===== config.mk =====
export PLATFORM = sky130hd
export DESIGN_NAME = alu_driver_flat
export DESIGN_NICKNAME = d
export VERILOG_FILES = /design/src/rtl/alu_pkg.sv /design/src/rtl/alu_driver_if.sv /design/src/rtl/alu_ref_model.sv /design/src/rtl/alu_driver.sv /design/src/flat_wrapper.sv
export SDC_FILE = /design/constraint.sdc
export NUM_CORES = 1
export LEC_CHECK = 0
export CAP_MARGIN = 40
export CORE_UTILIZATION = 40
export DETAILED_ROUTE_END_ITERATION = 6
export PLACE_DENSITY = 0.72
export SLEW_MARGIN = 20
export SYNTH_ARGS = -nofsm -noshare
export SYNTH_HDL_FRONTEND = slang
export SYNTH_SLANG_ARGS = --single-unit

===== constraint.sdc =====
create_clock -name clk -period 2.7 [get_ports clk]
set_input_delay 0.675 -clock clk [delete_from_list [all_inputs] [get_ports clk]]
set_output_delay 0.675 -clock clk [all_outputs]
set_load 0.1 [all_outputs]

===== src/rtl/alu_pkg.sv =====
// alu_pkg: shared operation/state enums and wait counter width for the ALU driver
package alu_pkg;
  typedef enum logic [1:0] {ADD = 2'd0, SUB = 2'd1, AND = 2'd2, OR = 2'd3} alu_op_e;
  typedef enum logic [1:0] {IDLE = 2'd0, WAIT = 2'd1, RESP = 2'd2} state_e;
  localparam int CNT_W = 3;
endpackage


===== src/rtl/alu_driver_if.sv =====
// alu_driver_if: command, ALU and response signals of the ALU driver
interface alu_driver_if #(parameter int N = 4);
  logic cmd_valid;
  logic cmd_ready;
  logic [1:0] cmd_op;
  logic [N-1:0] cmd_a;
  logic [N-1:0] cmd_b;
  logic [N-1:0] alu_operand1;
  logic [N-1:0] alu_operand2;
  logic [1:0] alu_operation;
  logic [N:0] alu_result;
  logic rsp_valid;
  logic rsp_ready;
  logic [N:0] rsp_result;
  logic rsp_mismatch;
  logic [7:0] pass_count;
  logic [7:0] fail_count;
  modport slave (
    input cmd_valid, cmd_op, cmd_a, cmd_b, alu_result, rsp_ready,
    output cmd_ready, alu_operand1, alu_operand2, alu_operation,
    output rsp_valid, rsp_result, rsp_mismatch, pass_count, fail_count
  );
  modport master (
    output cmd_valid, cmd_op, cmd_a, cmd_b, alu_result, rsp_ready,
    input cmd_ready, alu_operand1, alu_operand2, alu_operation,
    input rsp_valid, rsp_result, rsp_mismatch, pass_count, fail_count
  );
endinterface


===== src/rtl/alu_ref_model.sv =====
// alu_ref_model: combinational expected result of an ALU operation
module alu_ref_model
  import alu_pkg::*;
#(
  parameter int N = 4
) (
  input  logic [N-1:0] a,
  input  logic [N-1:0] b,
  input  logic [1:0]   op,
  output logic [N:0]   y
);
  always_comb begin
    y = alu_op_e'(op) == ADD ? {1'b0, a} + {1'b0, b} :
        alu_op_e'(op) == SUB ? {1'b0, a} - {1'b0, b} :
        alu_op_e'(op) == AND ? {1'b0, a & b} : {1'b0, a | b};
  end
endmodule


===== src/rtl/alu_driver.sv =====
// alu_driver: issues commands to an external ALU, checks its result after LAT clocks, reports responses
module alu_driver
  import alu_pkg::*;
#(
  parameter int N   = 4,
  parameter int LAT = 1
) (
  input logic         clk,
  input logic         reset,
  alu_driver_if.slave bus
);
  state_e state_q, state_d;
  logic [CNT_W-1:0] cnt_q, cnt_d;
  logic [N-1:0] a_q, a_d, b_q, b_d;
  logic [1:0] op_q, op_d;
  logic [N:0] res_q, res_d, expected;
  logic mis_q, mis_d;
  logic [7:0] pass_q, pass_d, fail_q, fail_d;
  alu_ref_model #(.N(N)) u_ref (.a(a_q), .b(b_q), .op(op_q), .y(expected));
  always_comb begin
    state_d = state_q;
    cnt_d   = cnt_q;
    a_d     = a_q;
    b_d     = b_q;
    op_d    = op_q;
    res_d   = res_q;
    mis_d   = mis_q;
    pass_d  = pass_q;
    fail_d  = fail_q;
    case (state_q)
      IDLE: if (bus.cmd_valid) begin
        a_d     = bus.cmd_a;
        b_d     = bus.cmd_b;
        op_d    = bus.cmd_op;
        cnt_d   = CNT_W'(LAT);
        state_d = WAIT;
      end
      WAIT: if (cnt_q == '0) begin
        res_d   = bus.alu_result;
        mis_d   = bus.alu_result != expected;
        state_d = RESP;
      end else begin
        cnt_d = cnt_q - 3'd1;
      end
      RESP: if (bus.rsp_ready) begin
        pass_d  = (!mis_q && pass_q != 8'hff) ? pass_q + 8'd1 : pass_q;
        fail_d  = (mis_q && fail_q != 8'hff) ? fail_q + 8'd1 : fail_q;
        state_d = IDLE;
      end
      default: state_d = IDLE;
    endcase
  end
  always_ff @(posedge clk) begin
    if (reset) begin
      state_q <= IDLE;
      cnt_q   <= '0;
      a_q     <= '0;
      b_q     <= '0;
      op_q    <= '0;
      res_q   <= '0;
      mis_q   <= 1'b0;
      pass_q  <= '0;
      fail_q  <= '0;
    end else begin
      state_q <= state_d;
      cnt_q   <= cnt_d;
      a_q     <= a_d;
      b_q     <= b_d;
      op_q    <= op_d;
      res_q   <= res_d;
      mis_q   <= mis_d;
      pass_q  <= pass_d;
      fail_q  <= fail_d;
    end
  end
  assign bus.cmd_ready     = state_q == IDLE;
  assign bus.rsp_valid     = state_q == RESP;
  assign bus.alu_operand1  = a_q;
  assign bus.alu_operand2  = b_q;
  assign bus.alu_operation = op_q;
  assign bus.rsp_result    = res_q;
  assign bus.rsp_mismatch  = mis_q;
  assign bus.pass_count    = pass_q;
  assign bus.fail_count    = fail_q;
endmodule


===== src/flat_wrapper.sv =====
// flat-port wrapper written by rule: the top's interface ports become plain ports
module alu_driver_flat import alu_pkg::*;
#(
  parameter int N   = 4,
  parameter int LAT = 1
)
  (clk, reset, bus_cmd_valid, bus_cmd_op, bus_cmd_a, bus_cmd_b, bus_alu_result, bus_rsp_ready, bus_cmd_ready, bus_alu_operand1, bus_alu_operand2, bus_alu_operation, bus_rsp_valid, bus_rsp_result, bus_rsp_mismatch, bus_pass_count, bus_fail_count);
  alu_driver_if #(.N(N)) bus_i ();
  input logic clk;
  input logic reset;
  input wire logic [$bits(bus_i.cmd_valid)-1:0] bus_cmd_valid;
  input wire logic [$bits(bus_i.cmd_op)-1:0] bus_cmd_op;
  input wire logic [$bits(bus_i.cmd_a)-1:0] bus_cmd_a;
  input wire logic [$bits(bus_i.cmd_b)-1:0] bus_cmd_b;
  input wire logic [$bits(bus_i.alu_result)-1:0] bus_alu_result;
  input wire logic [$bits(bus_i.rsp_ready)-1:0] bus_rsp_ready;
  output wire logic [$bits(bus_i.cmd_ready)-1:0] bus_cmd_ready;
  output wire logic [$bits(bus_i.alu_operand1)-1:0] bus_alu_operand1;
  output wire logic [$bits(bus_i.alu_operand2)-1:0] bus_alu_operand2;
  output wire logic [$bits(bus_i.alu_operation)-1:0] bus_alu_operation;
  output wire logic [$bits(bus_i.rsp_valid)-1:0] bus_rsp_valid;
  output wire logic [$bits(bus_i.rsp_result)-1:0] bus_rsp_result;
  output wire logic [$bits(bus_i.rsp_mismatch)-1:0] bus_rsp_mismatch;
  output wire logic [$bits(bus_i.pass_count)-1:0] bus_pass_count;
  output wire logic [$bits(bus_i.fail_count)-1:0] bus_fail_count;
  assign bus_i.cmd_valid = bus_cmd_valid;
  assign bus_i.cmd_op = bus_cmd_op;
  assign bus_i.cmd_a = bus_cmd_a;
  assign bus_i.cmd_b = bus_cmd_b;
  assign bus_i.alu_result = bus_alu_result;
  assign bus_i.rsp_ready = bus_rsp_ready;
  assign bus_cmd_ready = bus_i.cmd_ready;
  assign bus_alu_operand1 = bus_i.alu_operand1;
  assign bus_alu_operand2 = bus_i.alu_operand2;
  assign bus_alu_operation = bus_i.alu_operation;
  assign bus_rsp_valid = bus_i.rsp_valid;
  assign bus_rsp_result = bus_i.rsp_result;
  assign bus_rsp_mismatch = bus_i.rsp_mismatch;
  assign bus_pass_count = bus_i.pass_count;
  assign bus_fail_count = bus_i.fail_count;
  alu_driver #(.N(N), .LAT(LAT)) u_core (.clk(clk), .reset(reset), .bus(bus_i));
endmodule

Yosys cells after proc, flatten, opt, wreduce, memory -nomap -nowiden

Index checks and enable logic that the tools add are counted.
Widths: inputs -> output; s select.

Output and inout port bits: 34
Register bits: 37

Equality and inequality tests: 11
Add/subtract/negate cells: 5
Bitwise operators: 2
Muxes and demuxes: 10
Reductions and logical operators: 13

Operator list:

| operator            | count |
|---|---|
| $add 8x1->8 const B | 2 |
| $ne 8x8->1 const B  | 2 |
| $reduce_and 3->1    | 4 |
| $mux 5              | 2 |
| $mux 2              | 3 |
| $mux 3              | 2 |
| $ne 2x2->1 const B  | 3 |
| $pmux 2 s3          | 1 |
| $pmux 3 s2          | 1 |
| $add 4x4->5         | 1 |
| $ne 5x5->1          | 1 |
| $sub 4x4->5         | 1 |
| $and 4x4->4         | 1 |
| $eq 2x1->1 const B  | 2 |
| $eq 2x2->1 const B  | 2 |
| $logic_not 2->1     | 2 |
| $mux 4              | 1 |
| $or 4x4->4          | 1 |
| $reduce_and 2->1    | 2 |
| $logic_not 3->1     | 1 |
| $sub 3x1->3 const B | 1 |
| $logic_and 1x1->1   | 2 |
| $ne 2x1->1 const B  | 1 |
| $reduce_bool 2->1   | 1 |
| $logic_not 1->1     | 1 |

Longest topological paths before layout

Gate-level depths: netlist of run 1.

Depth in word-level cells: 5
Mapped depth: 10

Cells and area by module

Synthesis of run 1 repeated with hierarchy kept, for this count alone.

Cell total of the unflattened synthesis: 244
Area total of the unflattened synthesis: 2119.5 um2

By module, submodules not included:

| module        | sequential area each (um2) | times used | area an instance (um2) | cells each |
|---|---|---|---|---|
| alu_driver    | 740.7                      | 1          | 1654.1                 | 182 |
| alu_ref_model | 0.0                        | 1          | 465.4                  | 62 |

Worst setup path before layout of run 1

OpenSTA, ideal clock, no wires.

Path kind: flip-flop to flip-flop
Start point: reg u_core.b_q[1], in the netlist u_core.bus.alu_operand2[1]
End point: reg u_core.mis_q, in the netlist u_core.bus.rsp_mismatch
Path buffers: 0
Clock period less this slack: 2663 ps
Setup slack: 37 ps
Cell stages (with the launch flop): 9
Arrival: 2538 ps
Path through: dfxtp_1 > inv_1 > fa_1 > nor2_1 > a211oi_1 > a21oi_1 > xor2_1 > nor3_1 > a31oi_1

Longest elaborated chain between the ends: 5
Elaborated cells between the ends (all ways): 8
Those cells by class: 2 x add/sub; 1 x eq/ne; 3 x mux; 2 x bitwise

RTL lines:

| element                                                             | RTL line            | source |
|---|---|---|
| from (decl)                                                         | alu_driver.sv:14    | `logic [N-1:0] a_q, a_d, b_q, b_d;` |
| from (signal assigned)                                              | alu_driver.sv:58    | `b_q <= '0;` |
| from (signal assigned)                                              | alu_driver.sv:68    | `b_q <= b_d;` |
| parallel branches: the longest is 3 deep, another holds $sub 4x4->5 | --                  |  |
| $mux 5 *                                                            | alu_ref_model.sv:13 | `y = alu_op_e'(op) == ADD ? {1'b0, a} + {1'b0, b} :` |
| $ne 5x5->1 *                                                        | alu_driver.sv:40    | `mis_d = bus.alu_result != expected;` |
| to (signal assigned)                                                | alu_driver.sv:71    | `mis_q <= mis_d;` |
| to (decl)                                                           | alu_driver.sv:17    | `logic mis_q, mis_d;` |

Mark *: on every way between the ends.
A chain may end at the register's enable or synchronous reset.

Final worst setup path of run 1

Start point: reg u_core.op_q[0], in the netlist u_core.bus.alu_operation[0]
End point: out bus_alu_operation[0]

RTL lines:

| element                | RTL line           | source |
|---|---|---|
| from (decl)            | alu_driver.sv:15   | `logic [1:0] op_q, op_d;` |
| from (signal assigned) | alu_driver.sv:69   | `op_q <= op_d;` |
| to (decl)              | flat_wrapper.sv:20 | `output wire logic [$bits(bus_i.alu_operation)-1:0] bus_alu_operation;` |

No word-level cell between the ends.

==> results of run 1 <==
[power groups by stage]
stage | Combinational [mW] | Clock [mW] | Sequential, mW
6_report | 0.383 | 0.492 | 0.598
4_1_cts | 0.386 | 0.509 | 0.599
5_1_grt | 0.415 | 0.532 | 0.603
3_3_place_gp | 0.382 | 0 | 0.610
2_1_floorplan | 0.177 | 0 | 0.723
3_5_place_dp | 0.385 | 0 | 0.611
[layout make-up]
class                   count  area (µm²)
inverters                  15       56.30
fillers                   490        2153
clock buffers               7       86.33
flip-flops and latches     37       740.7
multi-input cells         176        1209
clock inverters             1       30.03
well taps                  67       83.83
repair buffers             55       457.9
[flip-flops by register name (all words and copies together) (netlist names)]
register                  count
u_core.bus.alu_operand1       4
u_core.bus.alu_operand2       4
u_core.bus.alu_operation      2
u_core.bus.fail_count         8
u_core.bus.pass_count         8
u_core.bus.rsp_mismatch       1
u_core.bus.rsp_result         5
u_core.cnt_q                  3
u_core.state_q                2
[metrics by stage]
stage,cell area (µm²),power [mW],cells,utilization (%)
floorplan,2048,0.9003,237,-
global placement,2547,0.9921,350,52.88
detailed placement,2547,0.9960,350,52.88
CTS,2664,1.494,358,55.30
global route,2664,1.549,358,55.30
finish,2664,1.474,358,55.30
[worst paths after layout]
check | slack, ns | depth (start not counted) | start | end
min | 0.50 | 2 | u_core.bus.alu_operand2[2] | u_core.bus.alu_operand2[2]
max reg2reg | 0.62 | 9 | u_core.bus.alu_operand1[0] | u_core.bus.rsp_mismatch
min reg2reg | 0.50 | 2 | u_core.bus.alu_operand2[2] | u_core.bus.alu_operand2[2]
max | 0.61 | 1 | u_core.bus.alu_operation[0] | bus_alu_operation[0]
[layer usage]
layer | track usage [%] | share of wire, % | routed length [µm] | vias up
met5 | 0 | 0 | 0 | -
met4 | 6.410 | 1.3 | 55 | 0
met3 | 5.761 | 6.7 | 281 | 6
met2 | 27.42 | 45 | 1882 | 42
met1 | 21.59 | 47 | 1987 | 776
li1 | - | - | - | 886
[cell usage after synthesis (5+ instances only)]
cell type | n | area (µm²)
dfxtp_1 | 37 | 740.7
nor2_1 | 33 | 123.9
nand2_1 | 31 | 116.4
a21oi_1 | 18 | 90.09
ha_1 | 16 | 200.2
inv_1 | 14 | 52.55
xor2_1 | 13 | 113.9
xnor2_1 | 10 | 87.58
mux2i_1 | 8 | 80.08
nor3_1 | 6 | 30.03
nand3_1 | 5 | 25.02
[cell families after synthesis]
kind of cell	Yosys count	synth area share, %
buffers and inverters	24	4.826
muxes	8	3.910
and+or+nand+nor	93	21.20
DFF	37	36.16
xor gates and xnor gates	23	9.835
adders and majority gates	18	11.73
AOI/OAI and AO/OA	34	12.34
==> summary.md, run 1 <==
| Metric | Value |
|---|---|
| Starting density of the core | `42.52%` |
| Switching component of the power | `481.1 µW` |
| Post-synthesis sequential element count | `37` |
| First-pass GRT wire length | `7038 µm` |
| Via count of the first global-routing pass | `1538` |
| Startpoint-to-endpoint class of the critical path | `flip-flop to primary output` |
| Detail-routed net length per standard cell | `11.75 µm` |
| Layout-stage area growth over the synthesis result | `30.05%` |
| Total Routed Length | `4206 µm` |
| Number of setup violations in the final report | `0` |
| Internal portion of total power | `992.7 µW` |
| Setup WS pre-CTS | `0.5186 ns` |
| Final layout net count | `327` |
| Worst slew pin tran | `0.6191 ns` |
| Ports placed on the boundary | `53` |
| Final slew viol count | `0` |
| Synthesized netlist cell count | `237` |
| Highest-count cells in the layout ignoring fill and taps | `buf_4 (37), dfxtp_1 (37), nor2_1 (33)` |
| Die Area | `5410 µm²` |
| TritonCTS buffer count | `5` |
| Largest clock skew in the final design | `0.005657 ns` |
| Final worst hold slack | `0.4995 ns` |
| Maximum root-to-sink buffer count | `2` |
| Post-Syn Nets | `274` |
| Largest net degree at the start of global routing | `38` |
| Initial antenna violation count | `0` |
| RSZ-0062 raised after global routing | `false` |
| Fraction of layout cells with a size suffix above 1 | `18.90%` |
| Number of clock sinks | `37` |
| Antenna cells | `0` |
| Switching share of total power | `32.64%` |
| Buf+Inv Stages, Crit Path | `1` |
| H-tree Lvls | `2` |
| Power density over cell area | `553.2 nW/µm²` |
| Placement Rows | `25` |
| Number of maximum-capacitance violations | `0` |
| Clock share of power | `33.4%` |
| Ys async rst share | `0%` |
| Crit path DAT | `1.42 ns` |
| Post-synthesis cell area | `2048 µm²` |
| Hold Violations, Final | `0` |
| Critical-path top delay cell | `dfxtp_1` |
| Resized cells post-CTS | `0` |
| Overall die width | `73.56 µm` |
| Syn_area_per_cell | `8.642 µm²` |
| Yosys synthesis warning count | `0` |
| Overall overflow remaining after global route | `0` |
| Post CTS Setup Buffer Count | `0` |
| Area of the core | `4817 µm²` |
| Final HPWL DP | `3141 µm` |
| Longest individual stage delay on the worst path | `0.72 ns` |
| Number of flops mapped to enable cells by yosys | `0` |
| Cell at the root of the clock tree | `clkbuf_8` |
| Prevailing post-synth register cell | `dfxtp_1` |
| Class of the most critical hold timing path | `flip-flop to flip-flop` |
| Required time at the worst-slack endpoint | `2.03 ns` |
| IO Port Bufs | `52` |
| Die height | `73.56 µm` |
| Final Worst Setup Slack | `0.6095 ns` |
| Clock transition at path regs | `0.07 ns` |
| Sequential Power Share | `40.6%` |
| Maximum ir drop on the vdd rail | `0.3523 mV` |
| Detailed-route DRC error count | `0` |
| Total Negative Setup Slacks | `0 ns` |
| ANT nets after route | `0` |
| CP cell instances | `buf_4` |
| Clock latency at the later pin of the worst-skew pair | `0.29 ns` |
| Synth cell types | `39` |
| GPL Wtd Cong | `0.7906` |
| Timing-limited maximum frequency | `478.4 MHz` |
| DRC marker count from the first detailed-route iteration | `54` |
| Global Route Usage Sum | `17.24%` |
| Type of element capturing the critical path | `primary output` |
| Largest fanout on the critical path | `18` |
| Vias | `1710` |
| Via density per instance | `4.777` |
| Number of buffers added to fix hold violations after cts | `0` |
| Static Leakage | `1.081 nW` |
| Sequential share of the synthesized area | `36.16%` |
| Fraction of power consumed by combinational cells | `26.0%` |
| TritonCTS clock tree | `built` |
| Crit-path leading delay family | `flip-flops` |
| Period utilisation layout | `77.43%` |
| First drt pass iteration count | `4` |
| Status | `complete, no violations` |
| Final Critical Period | `2.091 ns` |
| Sort of element at the start of the critical path | `flip-flop` |
| Worst max-slew margin expressed relative to the limit | `58.67%` |
Note: power is estimated with default switching activity, not from simulation.
==> inputs of run 2 (changes only) <==
==> constraint.sdc (replaced) <==
create_clock -name clk -period 2.1 [get_ports clk]
set_input_delay 0.525 -clock clk [delete_from_list [all_inputs] [get_ports clk]]
set_output_delay 0.525 -clock clk [all_outputs]
set_load 0.1 [all_outputs]
==> run 2 against run 1 <==
  * Sequential cell count is the same
  * Critical path depth grew 8
  * Clock skew grew 0.00078 ns
  * Power grew 27%
  * Highest routed layer unchanged
  * Critical path type is now flip-flop to flip-flop
  * Largest cell class unchanged
  * Final cell count grew 0.84%
==> summary.md, run 2 (synthesis gave the netlist of run 1 again) <==
| Metric | Value |
|---|---|
| Status | `complete, no violations` |
| Die Area | `5410 µm² (unchanged)` |
| Final layout net count | `330 (+0.92%)` |
| CP cell instances | `inv_1 > ha_1 > inv_1 > fa_2 > a211oi_1 > a21oi_1 > xor2_1 > nor3_1 > a31oi_1` |
| Worst r2r src | `u_core.bus.alu_operand1[0]` |
| Layout-stage area growth over the synthesis result | `38.42%` |
| DRC marker count from the first detailed-route iteration | `60 (+11%)` |
| Clock transition at path regs | `0.07 ns (about the same)` |
| Dpl cells | `353 (+0.86%)` |
| Cell count of the worst reg-to-reg path | `9 (unchanged)` |
| Maximum root-to-sink buffer count | `2 (unchanged)` |
| Sort of element at the start of the critical path | `flip-flop` |
| Number of buffers added to fix hold violations after cts | `0 (unchanged)` |
| Power consumption | `1.870 mW (+27%)` |
| IO Port Bufs | `52 (unchanged)` |
| Number of clock sinks | `37 (unchanged)` |
| Hold Violations, Final | `0 (unchanged)` |
| Global Route Usage Sum | `17.65% (+0.41 points)` |
| H-tree Lvls | `2 (unchanged)` |
| Most common cell after layout, fill and taps aside | `nor2_1` |
| Crit path DAT | `2.12 ns (+0.70 ns)` |
| Clock latency at the later pin of the worst-skew pair | `0.30 ns (about the same)` |
| Initial antenna violation count | `0 (unchanged)` |
| Static Leakage | `1.133 nW (+4.8%)` |
| Min-Delay Startpoint | `u_core.bus.alu_operand2[1]` |
| RSZ-0062 raised after global routing | `false` |
| Overall die width | `73.56 µm (unchanged)` |
| TritonCTS buffer count | `5 (unchanged)` |
| Final HPWL DP | `3246 µm (+3.3%)` |
| Antenna cells | `0 (unchanged)` |
| Timing-limited maximum frequency | `516.8 MHz` |
| Combined area of the multi-input logic cells | `1224 µm² (+1.2%)` |
| Worst max-slew margin expressed relative to the limit | `62.95% (+4.3 points)` |
| Detailed-route DRC error count | `0 (unchanged)` |
| Number of setup violations in the final report | `0 (unchanged)` |
| Endpoint of the worst register-to-register path | `u_core.bus.rsp_mismatch` |
| Final slew viol count | `0 (unchanged)` |
| Total Routed Length | `4429 µm (+5.3%)` |
| Highest-count cells in the layout ignoring fill and taps | `nor2_1 (32), nand2_1 (31), buf_4 (29)` |
| Largest clock skew in the final design | `0.006435 ns (+0.0007776 ns)` |
| Area of the core | `4817 µm² (unchanged)` |
| Critical Path Most Common Cell | `inv_1` |
| Longest individual stage delay on the worst path | `0.42 ns (-0.30 ns)` |
| End point of the worst hold path | `u_core.bus.alu_operand2[1]` |
| Internal reg-to-reg setup slack | `0.17 ns (-0.45 ns)` |
| Largest net degree at the start of global routing | `33 (-13%)` |
| Vias | `1748 (+2.2%)` |
| Required time at the worst-slack endpoint | `2.28 ns (+0.25 ns)` |
| Buf+Inv Stages, Crit Path | `2 (+1)` |
| Critical-path top delay cell | `fa_2` |
| Period utilisation layout | `92.13%` |
| Maximum ir drop on the vdd rail | `0.3495 mV (-0.81%)` |
| Placement Rows | `25 (unchanged)` |
| Startpoint-to-endpoint class of the critical path | `flip-flop to flip-flop` |
| Number of maximum-capacitance violations | `0 (unchanged)` |
| Final worst hold slack | `0.4802 ns (-0.01935 ns)` |
| ANT nets after route | `0 (unchanged)` |
| Via density per instance | `4.842 (+1.4%)` |
| GPL Wtd Cong | `0.8196 (+3.7%)` |
| Ports placed on the boundary | `53 (unchanged)` |
| Cell at the root of the clock tree | `clkbuf_8` |
| Power density over cell area | `659.7 nW/µm² (+19%)` |
| Overall overflow remaining after global route | `0 (unchanged)` |
| Final Critical Period | `1.935 ns` |
| Fraction of layout cells with a size suffix above 1 | `24.83% (+5.9 points)` |
| Crit-path leading delay family | `adder cells` |
| TritonCTS clock tree | `built` |
| First-pass GRT wire length | `7189 µm (+2.1%)` |
| Worst slew pin tran | `0.5550 ns (-0.06416 ns)` |
| Class of the most critical hold timing path | `flip-flop to flip-flop` |
| Largest fanout on the critical path | `4 (-14)` |
| Finished Layout Cells | `361 (+0.84%)` |
| First drt pass iteration count | `4 (unchanged)` |
| Post CTS Setup Buffer Count | `0 (unchanged)` |
| Area occupied by registers | `752.0 µm² (+1.5%)` |
| Via count of the first global-routing pass | `1567 (+1.9%)` |
| Type of element capturing the critical path | `flip-flop` |
| Starting density of the core | `42.52% (unchanged)` |
| Number of fill cells in the layout | `454 (-7.3%)` |
| Min-Delay Path Depth | `2 (unchanged)` |
| Detail-routed net length per standard cell | `12.27 µm (+4.4%)` |
| Die height | `73.56 µm (unchanged)` |
## run 2: layout make-up
class	count	area share (%)
Multi-Input combinational cell	176	43.16
Sequential cell	37	26.52
Clock buffer	7	3.398
Clock inverter	1	0.1765
Tap cell	67	2.957
Inverter	15	1.986
Timing Repair Buffer	58	21.80
## run 2: worst max-delay path by stage
stage,start,end,slack (ns),depth (start not counted)
2_1_floorplan,u_core.bus.alu_operand2[2],u_core.bus.rsp_mismatch,-0.24,8
3_3_place_gp,bus_rsp_ready,u_core.bus.fail_count[6],0.11,7
3_5_place_dp,bus_rsp_ready,u_core.bus.fail_count[6],0.08,7
4_1_cts,u_core.bus.alu_operand2[0],u_core.bus.rsp_mismatch,0.09,9
5_1_grt,u_core.bus.alu_operand1[0],u_core.bus.rsp_mismatch,0.03,9
6_report,u_core.bus.alu_operand1[0],u_core.bus.rsp_mismatch,0.17,9
## run 2: worst register-to-register path: stages (launching register included)
cell      delay [ns]
dfxtp_2         0.36
inv_1           0.07
ha_1            0.20
inv_1           0.07
fa_2            0.42
a211oi_1        0.23
a21oi_1         0.07
xor2_1          0.16
nor3_1          0.14
a31oi_1         0.10
## run 2: routing by layer
| layer | vias to the layer above | routed length (µm) | part of all wire [%] | GRT usage [%] |
|---|---|---|---|---|
| li1 | 894 | - | - | - |
| met3 | 4 | 274 | 6.2 | 6.173 |
| met4 | 0 | 49 | 1.1 | 5.769 |
| met5 | - | 0 | 0 | 0 |
| met2 | 43 | 2064 | 47 | 30.17 |
| met1 | 807 | 2040 | 46 | 20.51 |
## run 2: where the power goes
| part | total [mW] | internal (mW) | switching [mW] |
|---|---|---|---|
| Clock | 0.552 | 0.297 | 0.255 |
| Sequential | 0.772 | 0.732 | 0.0397 |
| Combinational | 0.547 | 0.201 | 0.346 |
## run 2: timing repair
item,CTS,global route
resized for setup,0,4
endpoints found under the setup margin,0,1
hold endpoints to repair,0,0
## run 2: stage by stage
stage / setup TNS [ns] / cell area [µm²] / setup WS [ns] / util, %
floorplan: -0.2450 / 2062 / -0.2450 / -
global route: 0 / 2835 / 0.03387 / 58.86
detailed placement: 0 / 2721 / 0.08102 / 56.49
finish: 0 / 2835 / 0.1652 / 58.86
CTS: 0 / 2823 / 0.08988 / 58.60
global placement: 0 / 2721 / 0.1081 / 56.49
==> inputs of run 3 (changes only) <==
--- a/config.mk
+++ b/config.mk
@@ -9,6 +9,7 @@
 export CORE_UTILIZATION = 40
 export DETAILED_ROUTE_END_ITERATION = 6
 export PLACE_DENSITY = 0.72
+export RECOVER_POWER = 100
 export SLEW_MARGIN = 20
 export SYNTH_ARGS = -nofsm -noshare
 export SYNTH_HDL_FRONTEND = slang
==> run 3 against run 2 <==
  * Sequential cell count unchanged
  * Critical path type unchanged
  * Clock power about the same
  * Highest routed layer unchanged
  * Sequential power decreased by 0.8%
  * Largest power group unchanged
  * Count of clock-buffer cells in the layout unchanged
  * Worst hold slack got worse by 0.0036 ns
==> summary.md, run 3 (synthesis gave the netlist of run 1 again) <==
| Metric | Value |
|---|---|
| Status | `complete, no violations` |
| Sort of element at the start of the critical path | `flip-flop` |
| Antenna cells | `0 (unchanged)` |
| Critical-path top delay cell | `fa_2` |
| GPL Wtd Cong | `0.8196 (unchanged)` |
| Period utilisation layout | `91.91% (-0.22 points)` |
| Cell at the root of the clock tree | `clkbuf_8` |
| Buf+Inv Stages, Crit Path | `2 (unchanged)` |
| Maximum ir drop on the vdd rail | `0.3488 mV (-0.19%)` |
| Hold Violations, Final | `0 (unchanged)` |
| Global Route Usage Sum | `17.65% (unchanged)` |
| Largest clock skew in the final design | `0.006101 ns (-0.0003332 ns)` |
| Worst slew pin tran | `0.6609 ns (+0.1059 ns)` |
| Final slew viol count | `0 (unchanged)` |
| Cell count of the worst reg-to-reg path | `9 (unchanged)` |
| Vias | `1761 (+0.74%)` |
| Crit path DAT | `2.11 ns (about the same)` |
| TritonCTS clock tree | `built` |
| Class of the most critical hold timing path | `flip-flop to flip-flop` |
| Crit-path leading delay family | `adder cells` |
| Clock transition at path regs | `0.07 ns (about the same)` |
| Clock latency at the later pin of the worst-skew pair | `0.29 ns (about the same)` |
| Post CTS Setup Buffer Count | `0 (unchanged)` |
| Detail-routed net length per standard cell | `12.27 µm (unchanged)` |
| Die height | `73.56 µm (unchanged)` |
| Final Worst Setup Slack | `0.1698 ns (+0.004618 ns)` |
| Highest-count cells in the layout ignoring fill and taps | `nor2_1 (33), clkbuf_2 (32), nand2_1 (31)` |
| Maximum root-to-sink buffer count | `2 (unchanged)` |
| Overall overflow remaining after global route | `0 (unchanged)` |
| Setup WS pre-CTS | `0.08102 ns (unchanged)` |
| Internal reg-to-reg setup slack | `0.17 ns (about the same)` |
| Largest fanout on the critical path | `4 (unchanged)` |
| Layout-stage area growth over the synthesis result | `28.34%` |
| Number of maximum-capacitance violations | `0 (unchanged)` |
| Area of the core | `4817 µm² (unchanged)` |
| First-pass GRT wire length | `7189 µm (unchanged)` |
| DRC marker count from the first detailed-route iteration | `63 (+5.0%)` |
| Placed instance area | `2721 µm² (unchanged)` |
| Number of clock sinks | `37 (unchanged)` |
| RSZ-0062 raised after global routing | `false` |
| First drt pass iteration count | `4 (unchanged)` |
| Static Leakage | `1.073 nW (-5.3%)` |
| Final design utilization | `54.57% (-4.3 points)` |
| Largest net degree at the start of global routing | `33 (unchanged)` |
| Total Routed Length | `4429 µm (unchanged)` |
| IO Port Bufs | `52 (unchanged)` |
| Number of buffers added to fix hold violations after cts | `0 (unchanged)` |
| Placement Rows | `25 (unchanged)` |
| Power density over cell area | `694.6 nW/µm² (+5.3%)` |
| Detailed-route DRC error count | `0 (unchanged)` |
| Critical Path Most Common Cell | `inv_1` |
| Crit. path cell count | `9 (unchanged)` |
| CP cell instances | `inv_1 > ha_1 > inv_1 > fa_2 > a211oi_1 > a21oi_1 > xor2_1 > nor3_1 > a31oi_1` |
| Fraction of layout cells with a size suffix above 1 | `23.47% (-1.4 points)` |
| Final Critical Period | `1.930 ns (-0.004618 ns)` |
| Timing-limited maximum frequency | `518.1 MHz (+0.24%)` |
| Number of setup violations in the final report | `0 (unchanged)` |
| TritonCTS buffer count | `5 (unchanged)` |
| Post-route cell area | `2629 µm² (-7.3%)` |
| Overall die width | `73.56 µm (unchanged)` |
| Final layout net count | `330 (unchanged)` |
| Longest individual stage delay on the worst path | `0.42 ns (about the same)` |
| Final worst hold slack | `0.4766 ns (-0.003587 ns)` |
| Via density per instance | `4.878 (+0.74%)` |
| Required time at the worst-slack endpoint | `2.28 ns (about the same)` |
| Die Area | `5410 µm² (unchanged)` |
| Ports placed on the boundary | `53 (unchanged)` |
| Initial antenna violation count | `0 (unchanged)` |
| ANT nets after route | `0 (unchanged)` |
| Final HPWL DP | `3246 µm (unchanged)` |
| Power consumption | `1.826 mW (-2.4%)` |
| Starting density of the core | `42.52% (unchanged)` |
| Min-Delay Path Depth | `2 (unchanged)` |
| Startpoint-to-endpoint class of the critical path | `flip-flop to flip-flop` |
| Type of element capturing the critical path | `flip-flop` |
| Most common cell after layout, fill and taps aside | `nor2_1` |
| Worst max-slew margin expressed relative to the limit | `55.94% (-7.0 points)` |
| Via count of the first global-routing pass | `1567 (unchanged)` |
| H-tree Lvls | `2 (unchanged)` |
-- run 3: power breakdown --
part	total, mW	leakage, nW	internal [mW]	switching [mW]
logic	0.507	0.714	0.162	0.346
clock network	0.552	0.0542	0.297	0.256
registers	0.766	0.305	0.732	0.0341
-- run 3: worst reg2reg max path, delay by kind of cell, from the launching register on --
family          cells  cell delay (ns)
fa+ha+maj           2             0.62
xor+xnor            1             0.16
compound gates      3             0.40
flops               1             0.36
buf+inv             2             0.14
simple gates        1             0.14
-- run 3: metal layers --
layer  wire length [µm]  global-route usage, %  up-vias
met5                  0                      0        -
met4                 49                  5.769        0
met3                279                  6.173        4
met2               2052                  30.17       43
met1               2047                  20.51      820
li1                   -                      -      894
-- run 3: cell type report --
type                            count  area, µm²
Multi-Input combinational cell    176       1205
Sequential cell                    37      752.0
Tap cell                           67      83.83
Clock buffer                        7      96.34
Inverter                           15      56.30
Timing Repair Buffer               58      430.4
Clock inverter                      1      5.005
Fill cell                         482       2188
-- run 3: final timing paths --
path                                 to                        from
min          u_core.bus.alu_operand1[1]  u_core.bus.alu_operand1[1]
max reg2reg     u_core.bus.rsp_mismatch  u_core.bus.alu_operand1[0]
max             u_core.bus.rsp_mismatch  u_core.bus.alu_operand1[0]
min reg2reg  u_core.bus.alu_operand1[1]  u_core.bus.alu_operand1[1]
-- run 3: per-stage QoR --
step / cells / TNS [ns]
2_1_floorplan: 237 / -0.2450
3_3_place_gp: 353 / 0
3_5_place_dp: 353 / 0
4_1_cts: 361 / 0
5_1_grt: 361 / 0
6_report: 361 / 0
-- run 3: what timing repair did --
action / in CTS / in global routing
endpoints found under the setup margin: 0 / 1
hold endpoints to repair: 0 / 0
resized for setup: 0 / 4
